## src/rtl/sad_search_scheduler.sv

```systemverilog
// sad_search_scheduler: full-search motion-estimation sequencer.
// Walks every (x,y) candidate of a 2^POS_W x 2^POS_W grid in raster order
// (x fastest). For each candidate it pulses sad_go, waits for sad_done and
// keeps the strictly smallest SAD, so on ties the earliest candidate wins.
// Optional feature macro: SAD_SCHED_EARLY_TERM_EN. When defined, a SAD of
// zero ends the search at once, because no later candidate can beat it.
module sad_search_scheduler #(
    parameter int POS_W = 4,
    parameter int SAD_W = 32
) (
    input  logic             clk,
    input  logic             rst,
    input  logic             go,
    output logic             busy,
    output logic             done,
    output logic             sad_go,
    input  logic             sad_done,
    input  logic [SAD_W-1:0] sad_value,
    output logic [POS_W-1:0] cand_x,
    output logic [POS_W-1:0] cand_y,
    output logic [SAD_W-1:0] best_sad,
    output logic [POS_W-1:0] best_x,
    output logic [POS_W-1:0] best_y
);

    typedef enum logic [2:0] {
        S_IDLE  = 3'd0,
        S_ISSUE = 3'd1,
        S_WAIT  = 3'd2,
        S_CMP   = 3'd3,
        S_DONE  = 3'd4
    } state_t;

    localparam logic [POS_W-1:0] POS_MAX = '1;

    state_t             state_q, state_d;
    logic [POS_W-1:0]   cand_x_q, cand_x_d;
    logic [POS_W-1:0]   cand_y_q, cand_y_d;
    logic [SAD_W-1:0]   cap_q, cap_d;
    logic [SAD_W-1:0]   best_sad_q, best_sad_d;
    logic [POS_W-1:0]   best_x_q, best_x_d;
    logic [POS_W-1:0]   best_y_q, best_y_d;

    // State and datapath registers; reset abandons any search in flight.
    always_ff @(posedge clk or negedge rst) begin
        if (!rst) begin
            state_q    <= S_IDLE;
            cand_x_q   <= '0;
            cand_y_q   <= '0;
            cap_q      <= '0;
            best_sad_q <= '1;
            best_x_q   <= '0;
            best_y_q   <= '0;
        end else begin
            state_q    <= state_d;
            cand_x_q   <= cand_x_d;
            cand_y_q   <= cand_y_d;
            cap_q      <= cap_d;
            best_sad_q <= best_sad_d;
            best_x_q   <= best_x_d;
            best_y_q   <= best_y_d;
        end
    end

    // Next-state logic: sequencing, SAD capture, best tracking, raster advance.
    always_comb begin
        state_d    = state_q;
        cand_x_d   = cand_x_q;
        cand_y_d   = cand_y_q;
        cap_d      = cap_q;
        best_sad_d = best_sad_q;
        best_x_d   = best_x_q;
        best_y_d   = best_y_q;
        case (state_q)
            S_IDLE: begin
                if (go) begin
                    state_d    = S_ISSUE;
                    cand_x_d   = '0;
                    cand_y_d   = '0;
                    best_sad_d = '1;
                    best_x_d   = '0;
                    best_y_d   = '0;
                end
            end
            S_ISSUE: begin
                // sad_done is deliberately not looked at here.
                state_d = S_WAIT;
            end
            S_WAIT: begin
                if (sad_done) begin
                    cap_d   = sad_value;
                    state_d = S_CMP;
                end
            end
            S_CMP: begin
                // Strict compare keeps the earliest candidate on ties.
                if (cap_q < best_sad_q) begin
                    best_sad_d = cap_q;
                    best_x_d   = cand_x_q;
                    best_y_d   = cand_y_q;
                end
`ifdef SAD_SCHED_EARLY_TERM_EN
                if (cap_q == '0) begin
                    state_d = S_DONE;
                end else
`endif
                if (cand_x_q != POS_MAX) begin
                    cand_x_d = cand_x_q + 1'b1;
                    state_d  = S_ISSUE;
                end else if (cand_y_q != POS_MAX) begin
                    cand_x_d = '0;
                    cand_y_d = cand_y_q + 1'b1;
                    state_d  = S_ISSUE;
                end else begin
                    state_d = S_DONE;
                end
            end
            S_DONE: begin
                state_d = S_IDLE;
            end
            default: begin
                state_d = S_IDLE;
            end
        endcase
    end

    assign busy     = (state_q != S_IDLE);
    assign done     = (state_q == S_DONE);
    assign sad_go   = (state_q == S_ISSUE);
    assign cand_x   = cand_x_q;
    assign cand_y   = cand_y_q;
    assign best_sad = best_sad_q;
    assign best_x   = best_x_q;
    assign best_y   = best_y_q;

endmodule

```

## config.mk

```make
export PLATFORM = sky130hd
export DESIGN_NAME = sad_search_scheduler
export DESIGN_NICKNAME = d
export VERILOG_FILES = /design/src/rtl/sad_search_scheduler.sv
export SDC_FILE = /design/constraint.sdc
export NUM_CORES = 1
export LEC_CHECK = 0
export ABC_AREA = 1
export BUFFER_PORTS_ARGS = -buffer_cell sky130_fd_sc_hd__buf_4
export CAP_MARGIN = 10
export CORE_ASPECT_RATIO = 2
export CORE_MARGIN = 3
export CORE_UTILIZATION = 60
export CTS_CLUSTER_DIAMETER = 30
export CTS_CLUSTER_SIZE = 28
export DETAILED_ROUTE_END_ITERATION = 10
export PLACE_DENSITY = 0.88
export SKIP_CTS_REPAIR_TIMING = 1
export SKIP_LAST_GASP = 1
export SLEW_MARGIN = 10
export SYNTH_ARGS = -nofsm -noshare
export SYNTH_HDL_FRONTEND = slang
export SYNTH_SLANG_ARGS = --single-unit
```

## constraint.sdc

```tcl
create_clock -name clk -period 3.3 [get_ports clk]
set_input_delay 0.165 -clock clk [delete_from_list [all_inputs] [get_ports clk]]
set_output_delay 0.165 -clock clk [all_outputs]
set_load 0.05 [all_outputs]
```

-- Word-level counts from Yosys, hierarchy flattened
Index checks and enable logic that the tools add are counted.
- register bits: 83
- input port bits: 36
- logic and storage cells: 49
- add/sub/neg operators: 2
- magnitude comparators: 1
- equal/unequal tests: 12
- multiplexer cells: 19
- reduce and logical (&&, ||, !) cells: 8
- operators by type and width (operator ; number):
    $mux W32 ; 2
    $pmux W32 S2 ; 1
    $lt A32 B32 Y1 ; 1
    $pmux W4 S2 ; 4
    $mux W4 ; 7
    $mux W3 ; 4
    $pmux W3 S4 ; 1
    $ne A2 B2 Y1 const B ; 5
    $add A4 B1 Y4 const B ; 2
    $ne A4 B4 Y1 const B ; 2
    $eq A3 B2 Y1 const B ; 2
    $reduce_and A3 Y1 ; 2
    $reduce_and A2 Y1 ; 2
    $reduce_and A4 Y1 ; 1
    $eq A3 B1 Y1 const B ; 1
    $eq A3 B3 Y1 const B ; 1
    $logic_not A3 Y1 ; 1
    $ne A3 B3 Y1 const B ; 1
    $reduce_bool A3 Y1 ; 1
    $reduce_bool A2 Y1 ; 1

-- Depth between registers and ports, before layout
- depth after elaboration: 4
- depth in mapped cells: 16

-- Worst setup path after synthesis
Ideal clock, no wire load.
- kind: register -> register
- start: register best_sad_q[30] (netlist: best_sad[30])
- end: register best_x_q[0] (netlist: best_x[0])
- library setup time: 0.118 ns
- data arrival time: 2.019 ns
- required time: 3.182 ns
- path slack: 1.162 ns
- cell stages (with the launch flop): 14
- buffers on the path: 1
- cells stage by stage: dfstp_2 -> inv_1 -> ha_1 -> nand2_1 -> nor2_1 -> and2_1 -> nand2_1 -> nor3_1 -> nand2_1 -> nand2_1 -> nand2_2 -> buf_6 -> nand2_1 -> nand2_1
- longest elaborated chain between the ends: 3
- ends and longest elaborated chain (item ; RTL line ; text):
    from (decl) ; 40 ; logic [SAD_W-1:0] best_sad_q, best_sad_d;
    from (signal assigned) ; 59 ; best_sad_q <= best_sad_d;
    $lt A32 B32 Y1 ; 97 ; if (cap_q < best_sad_q) begin
    $ne A2 B2 Y1 (no source line) ; -- ;
    $reduce_and A3 Y1 (no source line) ; -- ;
    to (signal assigned) ; 60 ; best_x_q <= best_x_d;
    to (decl) ; 41 ; logic [POS_W-1:0] best_x_q, best_x_d;
No other way between the ends.
A chain may end at the register's enable or synchronous reset.

-- Worst setup path in the final report
- start: register best_sad_q[5] (netlist: best_sad[5])
- end: register best_sad_q[28] (netlist: best_sad[28])
- longest elaborated chain between the ends: 3
- ends and longest elaborated chain (item ; RTL line):
    $lt A32 B32 Y1 ; 97
    $ne A2 B2 Y1 (no source line) ; --
    $reduce_and A3 Y1 (no source line) ; --
No other way between the ends.

==> impl_metrics.prom <==
# TYPE chip_impl_metric gauge
chip_impl_info{name="status",value="finished with violations"} 1
chip_impl_info{name="violations",value="hold timing"} 1
chip_impl_metric{name="synth.top_cell.area_share",unit="%"} 28.91
chip_impl_metric{name="antenna_left",unit=""} 0
chip_impl_metric{name="drt_pass1_iterations",unit=""} 5
chip_impl_metric{name="worst_ep_arrival_time",unit="ns"} 2.84
chip_impl_metric{name="core_region_area",unit="µm²"} 7048
chip_impl_info{name="postSynth.topFlopCell",value="dfrtp_1"} 1
chip_impl_metric{name="via_per_inst",unit=""} 5.373
chip_impl_metric{name="yosys_register_bits",unit=""} 83
chip_impl_info{name="grt_setup_unrepaired",value="false"} 1
chip_impl_metric{name="grt_antenna_before_repair",unit=""} 0
chip_impl_metric{name="worst-r2r-cell-count",unit=""} 13
chip_impl_metric{name="synthesis.area",unit="µm²"} 4414
chip_impl_info{name="regToRegStartpoint",value="best_sad[5]$_DFFE_PN1P_"} 1
chip_impl_metric{name="worst-r2r-setup-slack",unit="ns"} 0.73
chip_impl_metric{name="mappedNetlistNets",unit=""} 599
chip_impl_metric{name="number_of_pins_with_negative_max_slew_slack_in_the_final_report",unit=""} 0
chip_impl_metric{name="worst_setup_hold_path_clk_slew",unit="ns"} 0.05
chip_impl_metric{name="die_height",unit="µm"} 127.3
chip_impl_metric{name="synth-edff-count",unit=""} 0
chip_impl_metric{name="ios",unit=""} 87
chip_impl_info{name="cpMaxStageDelayCell",value="nand2_2"} 1
chip_impl_info{name="yosys.area.top_type",value="dfrtp_1"} 1
chip_impl_metric{name="timing.clock.skew",unit="ns"} 0.006447
chip_impl_metric{name="cts.htree.levels",unit=""} 3
chip_impl_metric{name="avgSynthCellArea",unit="µm²"} 8.329
chip_impl_info{name="critical_path.startpoint",value="best_sad[5]$_DFFE_PN1P_"} 1
chip_impl_metric{name="setup-violations-final",unit=""} 0
chip_impl_metric{name="nFillCells",unit=""} 529
chip_impl_metric{name="die_area",unit="µm²"} 8485
chip_impl_metric{name="grt-ovfl-total",unit=""} 0
chip_impl_metric{name="period_needed",unit="ns"} 2.568
chip_impl_metric{name="maximum_number_of_pins_on_one_net_before_global_route_repair",unit=""} 84
chip_impl_metric{name="buffer_ports.inserted",unit=""} 86
chip_impl_metric{name="finalSetupTns",unit="ns"} 0
chip_impl_metric{name="start_util",unit="%"} 62.63
chip_impl_metric{name="final_layout_size_suffix_gt1_share",unit="%"} 27.64
chip_impl_metric{name="cp_slowest_stage_delay",unit="ns"} 0.58
chip_impl_metric{name="async_set_or_reset_register_ratio_after_synthesis",unit="%"} 100.0
chip_impl_info{name="critical_path.startpoint_type",value="flip-flop"} 1
chip_impl_metric{name="fp.dieW",unit="µm"} 66.65
chip_impl_metric{name="grt_pass1_wl",unit="µm"} 17480
chip_impl_metric{name="min_period_over_period",unit="%"} 77.81
chip_impl_metric{name="worst_skew_pair.late_latency",unit="ns"} 0.33
chip_impl_metric{name="fin_nets",unit=""} 679
chip_impl_metric{name="number_of_different_library_cells_in_the_post_synthesis_netlist",unit=""} 25
chip_impl_info{name="clock_tree.root_cell",value="clkbuf_16"} 1
chip_impl_info{name="crit_path_cell_trace",value="inv_1 > ha_1 > a21oi_1 > nor2_1 > nor3_1 > nand2_1 > nand2_1 > nand2_1 > nand2_1 > nand2_1 > nand2_2 > nand2_1 > nand2_1"} 1
chip_impl_metric{name="finalHoldViolCount",unit=""} 9
chip_impl_metric{name="wl_per_cell",unit="µm"} 15.17
chip_impl_metric{name="first_global_vias",unit=""} 3851
chip_impl_metric{name="yosysWarnings",unit=""} 0
chip_impl_metric{name="fin_hold_ws",unit="ns"} -0.02570
chip_impl_info{name="synth.area.top_cells",value="dfrtp_1, dfstp_2, nand2_1, ha_1, inv_1"} 1
chip_impl_metric{name="postSynthCellCount",unit=""} 530
chip_impl_metric{name="cts_buffers",unit=""} 9
chip_impl_metric{name="insertedDiodeCount",unit=""} 0
chip_impl_metric{name="drt-total-wl",unit="µm"} 10690
chip_impl_metric{name="crit_path_max_fanout",unit=""} 40
chip_impl_metric{name="synth-seq-area-share",unit="%"} 47.96
chip_impl_info{name="critical_path.most_common_cell",value="nand2_1"} 1
chip_impl_info{name="timing.setup.critical_path_class",value="flip-flop to flip-flop"} 1
chip_impl_metric{name="max_freq",unit="MHz"} 389.5
chip_impl_metric{name="detail_route.iter0.violations",unit=""} 343
chip_impl_metric{name="grt_util_all_layers",unit="%"} 27.00
chip_impl_metric{name="max_cap_violations",unit=""} 0
chip_impl_metric{name="cts.sinks",unit=""} 83
chip_impl_metric{name="headroom_to_the_max_slew_limit",unit="%"} 30.40
chip_impl_info{name="rr_endpoint",value="best_sad[28]$_DFFE_PN1P_"} 1
chip_impl_metric{name="cp_data_required_time",unit="ns"} 3.57
chip_impl_metric{name="dpl.hpwl",unit="µm"} 7368
chip_impl_info{name="crit_path_end",value="best_sad[28]$_DFFE_PN1P_"} 1
chip_impl_metric{name="cell_row_count",unit=""} 43
chip_impl_info{name="crit_path_end_kind",value="flip-flop"} 1
chip_impl_metric{name="timing_worst_slew_pin_value",unit="ns"} 1.044
chip_impl_metric{name="area_growth_syn_to_layout",unit="%"} 22.05
chip_impl_info{name="cts_tree",value="yes"} 1
chip_impl_metric{name="route.detailed.drc",unit=""} 0
chip_impl_metric{name="routability_congestion_estimate",unit=""} 0.8346
chip_impl_metric{name="route.vias.total",unit=""} 3788
chip_impl_info{name="worst_hold_path_type",value="input port to async pin"} 1
chip_impl_metric{name="max-clock-path-buffers",unit=""} 2
[metal layers]
metal | track usage, % | share of wire, %
met4 | 14.13 | 3.4
met2 | 48.65 | 56
met1 | 29.05 | 36
met5 | 0 | 0
met3 | 4.485 | 4.7
[cell families (layout without fill, tap and decap cells)]
logic type                 count (synthesis)  in the layout  synth area share, %
and+or+nand+nor                          256            256                24.40
buffers and inverters                     92            177                8.702
DFF                                       83             83                47.96
AOI/OAI and AO/OA                         53             53                6.264
adders and majority gates                 33             33                9.354
muxes                                     13             13                3.316
[stage by stage]
| stage | worst slack (ns) | std cells | cell area [µm²] | util [%] | hold slack, ns |
|---|---|---|---|---|---|
| final | 0.7323 | 705 | 5388 | 76.44 | -0.02570 |
| after global routing | 0.5020 | 705 | 5388 | 76.44 | 0.06132 |
| after CTS | 0.7332 | 705 | 5388 | 76.44 | 0.04421 |
| after detailed placement | 0.7518 | 689 | 5095 | 72.29 | 0.3976 |
| after global placement | 0.8502 | 689 | 5095 | 72.29 | 0.3843 |
| after floorplan | 1.162 | 530 | 4414 | - | -0.1306 |
[synthesized netlist by cell type (all sizes together), types with 11 or more instances]
library cell,count
a21oi,36
buf,11
dfrtp,51
dfstp,32
ha,33
inv,71
mux2,13
nand2,144
nand3,48
nor2,43
o21ai,14
or2,13
[cells in the final DEF, fill, tap and decap left out]
master and instances:
nand2_1 142, buf_4 90, inv_1 69, dfrtp_1 51, nand3_1 46, nor2_1 43
a21oi_1 35, ha_1 33, dfstp_2 32, o21ai_0 13, or2_2 13, mux2_2 13
clkbuf_16 9, nor3_1 5, clkbuf_8 4, inv_2 2, nand2_2 2, nand3_2 2
clkbuf_1 2, and2_1 1, o21a_1 1, nor3_2 1, nand3b_1 1, a21oi_2 1
a22oi_1 1, o21ai_1 1, a21boi_1 1, clkinv_2 1
[registers in the layout (all words and copies together) (netlist names)]
register and flops:
cand_x 4, best_sad 32, best_y 4, cap_q 32, state_q 3, cand_y 4
best_x 4
[cell type report]
class / instances / area (µm²) / area share [%]
Sequential cell: 83 / 2117 / 39.29
Multi-Input combinational cell: 355 / 1923 / 35.69
Timing Repair Buffer: 90 / 675.6 / 12.54
Clock buffer: 15 / 287.8 / 5.341
Inverter: 71 / 266.5 / 4.947
Tap cell: 90 / 112.6 / 2.090
Clock inverter: 1 / 5.005 / 0.09289
[worst min path at each step]
stage,from,end,slack (ns),cells after the start
6_report,rst,cap_q[29]$_DFFE_PN0P_,-0.03,1
5_1_grt,sad_value[3],cap_q[3]$_DFFE_PN0P_,0.06,2
4_1_cts,rst,cap_q[25]$_DFFE_PN0P_,0.04,1
3_5_place_dp,rst,cap_q[29]$_DFFE_PN0P_,0.40,1
3_3_place_gp,rst,cap_q[29]$_DFFE_PN0P_,0.38,1
2_1_floorplan,rst,best_x[0]$_DFFE_PN0P_,-0.13,0
[critical path: cells and delay by family (launching register included)]
kind | cells | cell delay (ns)
flip-flops | 1 | 0.55
buffers and inverters | 1 | 0.05
AO/OA/AOI/OAI | 1 | 0.16
AND/OR/NAND/NOR | 10 | 1.45
adder cells (fa/ha/maj) | 1 | 0.30
Power is not shown: default switching activity piles up to over one toggle a cycle in this logic, so the estimate is an artifact.
